`config.mk`:
```
export PLATFORM = sky130hd
export DESIGN_NAME = display_scan_controller
export DESIGN_NICKNAME = d
export VERILOG_FILES = /design/src/rtl/display_scan_controller.sv
export SDC_FILE = /design/constraint.sdc
export NUM_CORES = 1
export LEC_CHECK = 0
export CAP_MARGIN = 15
export CORE_UTILIZATION = 53
export CTS_CLUSTER_DIAMETER = 150
export DETAILED_ROUTE_END_ITERATION = 8
export PLACE_DENSITY = 0.82
export SYNTH_ARGS = -nofsm -noshare
export SYNTH_HDL_FRONTEND = slang
export SYNTH_SLANG_ARGS = --single-unit
```
`constraint.sdc`:
```
create_clock -name clock -period 2.3 [get_ports clock]
set_input_delay 0.46 -clock clock [delete_from_list [all_inputs] [get_ports clock]]
set_output_delay 0.46 -clock clock [all_outputs]
set_load 0.05 [all_outputs]
```
`src/rtl/display_scan_controller.sv`:
```
// Drives the shared binary-to-BCD converter and time-multiplexes its three
// result digits onto one seven-segment decoder with leading-zero blanking.
module display_scan_controller #(
   parameter int DWELL_CYCLES = 1024,
   parameter int DWELL_WIDTH  = 10
) (
   input  logic        clock,
   input  logic        reset,
   input  logic [7:0]  value,
   input  logic        value_valid,
   output logic        conv_start,
   output logic [7:0]  conv_binary,
   input  logic        conv_done,
   input  logic [11:0] conv_digits,
   output logic [3:0]  digit_out,
   output logic [2:0]  digit_select,
   output logic        blank,
   output logic        busy
);

   typedef enum logic [1:0] {IDLE, START, WAIT} state_t;

   state_t                 state;
   logic                   pending;
   logic [7:0]             pending_value;
   logic                   staged;
   logic [11:0]            staging;
   logic [11:0]            display;
   logic [DWELL_WIDTH-1:0] dwell_count;

   logic                   capture;
   logic                   terminal;
   logic                   wrap;
   logic [2:0]             select_next;
   logic [11:0]            display_next;
   logic [3:0]             digit_next;
   logic                   blank_next;

   assign capture = (state == WAIT) && conv_done;

   // busy is registered, so each branch sets it from the state/pending pair
   // it is about to leave behind.
   always_ff @(posedge clock) begin
      if (reset) begin
         state         <= IDLE;
         pending       <= 1'b0;
         pending_value <= 8'd0;
         conv_start    <= 1'b0;
         conv_binary   <= 8'd0;
         busy          <= 1'b0;
      end else begin
         conv_start <= 1'b0;
         unique case (state)
            IDLE: begin
               if (value_valid) begin
                  conv_binary <= value;
                  pending     <= 1'b0;
                  conv_start  <= 1'b1;
                  busy        <= 1'b1;
                  state       <= START;
               end else if (pending) begin
                  conv_binary <= pending_value;
                  pending     <= 1'b0;
                  conv_start  <= 1'b1;
                  busy        <= 1'b1;
                  state       <= START;
               end else begin
                  busy <= 1'b0;
               end
            end
            START: begin
               busy  <= 1'b1;
               state <= WAIT;
               if (value_valid) begin
                  pending       <= 1'b1;
                  pending_value <= value;
               end
            end
            WAIT: begin
               busy <= 1'b1;
               if (value_valid) begin
                  pending       <= 1'b1;
                  pending_value <= value;
               end
               // A request arriving with conv_done stays pending behind the one launched now.
               if (conv_done) begin
                  if (pending) begin
                     conv_binary <= pending_value;
                     conv_start  <= 1'b1;
                     state       <= START;
                     if (!value_valid) begin
                        pending <= 1'b0;
                     end
                  end else begin
                     state <= IDLE;
                     busy  <= value_valid;
                  end
               end
            end
            default: begin
               state <= IDLE;
               busy  <= pending;
            end
         endcase
      end
   end

   // Next-value view of the scan so digit, select and blank register together.
   always_comb begin
      terminal     = (dwell_count == DWELL_WIDTH'(DWELL_CYCLES - 1));
      wrap         = terminal && digit_select[2];
      select_next  = terminal ? {digit_select[1:0], digit_select[2]} : digit_select;
      display_next = (wrap && staged) ? staging : display;
      digit_next   = display_next[3:0];
      blank_next   = 1'b0;
      if (select_next[1]) begin
         digit_next = display_next[7:4];
         blank_next = (display_next[11:8] == 4'd0) && (display_next[7:4] == 4'd0);
      end else if (select_next[2]) begin
         digit_next = display_next[11:8];
         blank_next = (display_next[11:8] == 4'd0);
      end
   end

   // A capture coinciding with a wrap re-arms staged; the wrap used the old copy.
   always_ff @(posedge clock) begin
      if (reset) begin
         dwell_count  <= '0;
         digit_select <= 3'b001;
         display      <= 12'd0;
         staging      <= 12'd0;
         staged       <= 1'b0;
         digit_out    <= 4'd0;
         blank        <= 1'b0;
      end else begin
         dwell_count  <= terminal ? '0 : dwell_count + DWELL_WIDTH'(1);
         digit_select <= select_next;
         display      <= display_next;
         digit_out    <= digit_next;
         blank        <= blank_next;
         if (capture) begin
            staging <= conv_digits;
            staged  <= 1'b1;
         end else if (wrap) begin
            staged <= 1'b0;
         end
      end
   end

endmodule

```
==> qor.csv <==
stage;metric;value;unit
timing;worst_pin_slew;0.598;ns
floorplan;coreArea;4820;µm²
clocking;cts_setup_buffers;0;
clocking;cts_tree;built;
timing;period_share;91.5;%
place;hpwl;3.73;mm
finish;diodes;0;
clocking;post_cts_resized;0;
route;drt_iter0_drc;136;
route;dr.pass1.iters;4;
route;vias;2217;
finish;final_layout_size_suffix_gt1_share;8.76;%
clocking;clock_latency;0.34;ns
pwr;p_total;0.00301;W
timing;fin_crit;2.10;ns
finish;areaGrowthSynthToFinish;24.3;%
floorplan;die_w;73.4;µm
timing;fin_tns_setup;0;ns
grt;busiest_layer;met2;
clocking;cts_max_level;3;
finish;stdcell_area;3360;µm²
grt;use_met1;26.3;%
timing;skew;0.00570;ns
timing;hold_ws;0.449;ns
grt;grt_overflow;0;
grt;first_global_vias;2056;
synthesis;ys_ff_latch;64;
synthesis;synth-seq-area-share;47.4;%
worst_setup_path;end_kind;flop;
outcome;outcome;finished clean;
timing;finalHoldViolations;0;
finish;seq_area;1280;µm²
pwr;ir_worst_vdd;0.504;mV
timing;relSlewSlack;60.1;%
floorplan;die_h;73.4;µm
clocking;ctsLongestPathBuffers;2;
worst_setup_path;worstSetupPathType;flop to flop;
grt;grt_pass1_wl;9.16;mm
synthesis;synth.avg_cell_area;8.78;µm²
place;placed_area;3150;µm²
place;globalplace.congestion;0.763;
pwr;p_leak;1.31;nW
clocking;clkSlewWorstSetupHoldPaths;0.07;ns
floorplan;ios;42;
synthesis;yosysWarnings;0;
clocking;cts_sinks;64;
timing;finalSetupViolCount;0;
synthesis;synthArstFlopShare;0;%
route;via_per_inst;5.27;
grt;grt_antenna_before_repair;0;
synthesis;synth_cell_types;43;
worst_setup_path;worst-path-max-fanout;11;
pwr;power.density;894;nW/µm²
floorplan;initial_core_util;56.1;%
grt;grt.total_usage;22.9;%
timing;finalMaxSlewViolations;0;
clocking;cts_made_buffers;9;
job;max_cap_viol_count;0;
worst_setup_path;arrival;2.34;ns
clocking;clockRootBuffer;clkbuf_8;
worst_setup_path;startpoint_type;flop;
timing;rsz0062_at_grt;no;
finish;nNetsFinal;379;
synthesis;netlist_instances;308;
synthesis;yosys_most_used_dff;dfxtp_1;
worst_hold_path;hold_class;flop to flop;
finish;multiInputGateArea;1300;µm²
route;wl_per_cell;12.7;µm
synthesis;synth_nets;338;
route;ant_nets;0;
floorplan;dieArea;5390;µm²
synthesis;syn_area;2700;µm²
grt;met2_usage;38.4;%
synthesis;synth_edf_count;0;
timing;fmax;475;MHz
place;port_buffers;41;
floorplan;placementRows;25;
worst_setup_path;cp.required;2.53;ns
route;wirelength;5.35;mm
clocking;hold_buffers;0;
grt;grt_max_degree;37;
grt;grt_use_met3;7.27;%
route;drc;0;
finish;fillers;397;
[cells by family after synthesis]
logic type | Yosys count | synth area share, %
buffers and inverters | 25 | 4.67
XOR/XNOR | 7 | 2.27
AO/OA/AOI/OAI | 56 | 12.4
multiplexers | 22 | 8.65
AND/OR/NAND/NOR | 128 | 21.8
adder cells (fa/ha/maj) | 6 | 2.78
flip-flops | 64 | 47.4
[critical path: stages (launching register included)]
cell and delay (ns):
dfxtp_1 0.37, ha_1 0.22, and4_1 0.37, and3_4 0.33, mux2i_4 0.32, inv_2 0.07, a221o_1 0.31
[synth_stat cells, types with 2 or more instances]
cell type	n	share of area, %
xor2_1	5	1.6
o21ai_0	4	0.74
buf_1	3	0.42
buf_4	2	0.56
and4_1	3	0.97
mux2i_1	20	7.4
nor2_1	40	5.6
buf_2	2	0.37
xnor2_1	2	0.65
a21oi_1	38	7.0
nor3b_1	2	0.56
nand3_1	12	2.2
nand2_1	43	6.0
clkbuf_1	8	1.1
dfxtp_1	64	47
inv_1	6	0.83
o311ai_1	3	0.97
nand4_1	3	0.69
nor3_1	6	1.1
nor2b_1	4	0.93
or3_1	3	0.69
buf_6	3	1.2
nor4_1	3	0.69
nand2b_1	5	1.2
ha_1	6	2.8
[report_power, final]
| group | internal (W) | switching [W] |
|---|---|---|
| combinational | 0.000290 | 0.000430 |
| clock | 0.000589 | 0.000425 |
| sequential | 0.00121 | 0.0000666 |
[path summary, 6_finish.rpt]
| path | slack [ns] | endpoint | cells after the start | start |
|---|---|---|---|---|
| hold / removal | 0.45 | pending_value[6] | 2 | pending_value[6] |
| setup / recovery | 0.20 | digit_out[2] | 6 | dwell_count[0] |
| setup reg to reg | 0.20 | digit_out[2] | 6 | dwell_count[0] |
| hold reg to reg | 0.45 | pending_value[6] | 2 | pending_value[6] |
[area by class of cell]
cell class,instances,share of cell area (%)
well taps,67,2.49
multi-input cells,219,38.6
clock inverters,4,1.53
inverters,7,0.782
repair buffers,48,13.6
clock buffers,12,4.91
flip-flops and latches,64,38.1
[layer usage]
metal / up-vias / part of all wire, % / routed length (µm)
li1: 1135 / - / -
met2: 48 / 50 / 2660
met5: - / 0 / 0
met3: 13 / 4.4 / 236
met1: 1021 / 44 / 2340
met4: 0 / 2.1 / 110
[registers in the layout, summed over array words and instances, names as in the netlist]
name	flops
staged	1
conv_binary	8
blank	1
digit_select	3
conv_start	1
pending	1
staging	12
busy	1
display	12
pending_value	8
dwell_count	10
digit_out	4
state	2
[stage by stage]
step / util, % / setup slack (ns) / instances
floorplan: - / 0.389 / 308
global placement: 65.3 / 0.268 / 405
detailed placement: 65.3 / 0.228 / 405
CTS: 69.8 / 0.189 / 421
global route: 69.8 / 0.00850 / 421
finish: 69.8 / 0.195 / 421
[cell usage in the layout (no fill, tap or decap), types with 6 or more instances in the layout]
| cell type | synthesis | routed |
|---|---|---|
| buf_4 | 2 | 7 |
| inv_1 | 6 | 6 |
| dfxtp_1 | 64 | 64 |
| nor2_1 | 40 | 40 |
| clkbuf_8 | 0 | 12 |
| nor3_1 | 6 | 6 |
| nand3_1 | 12 | 12 |
| ha_1 | 6 | 6 |
| clkdlybuf4s50_1 | 0 | 40 |
| a21oi_1 | 38 | 38 |
| mux2i_1 | 20 | 20 |
| nand2_1 | 43 | 43 |
(Power assumes the default switching activity.)
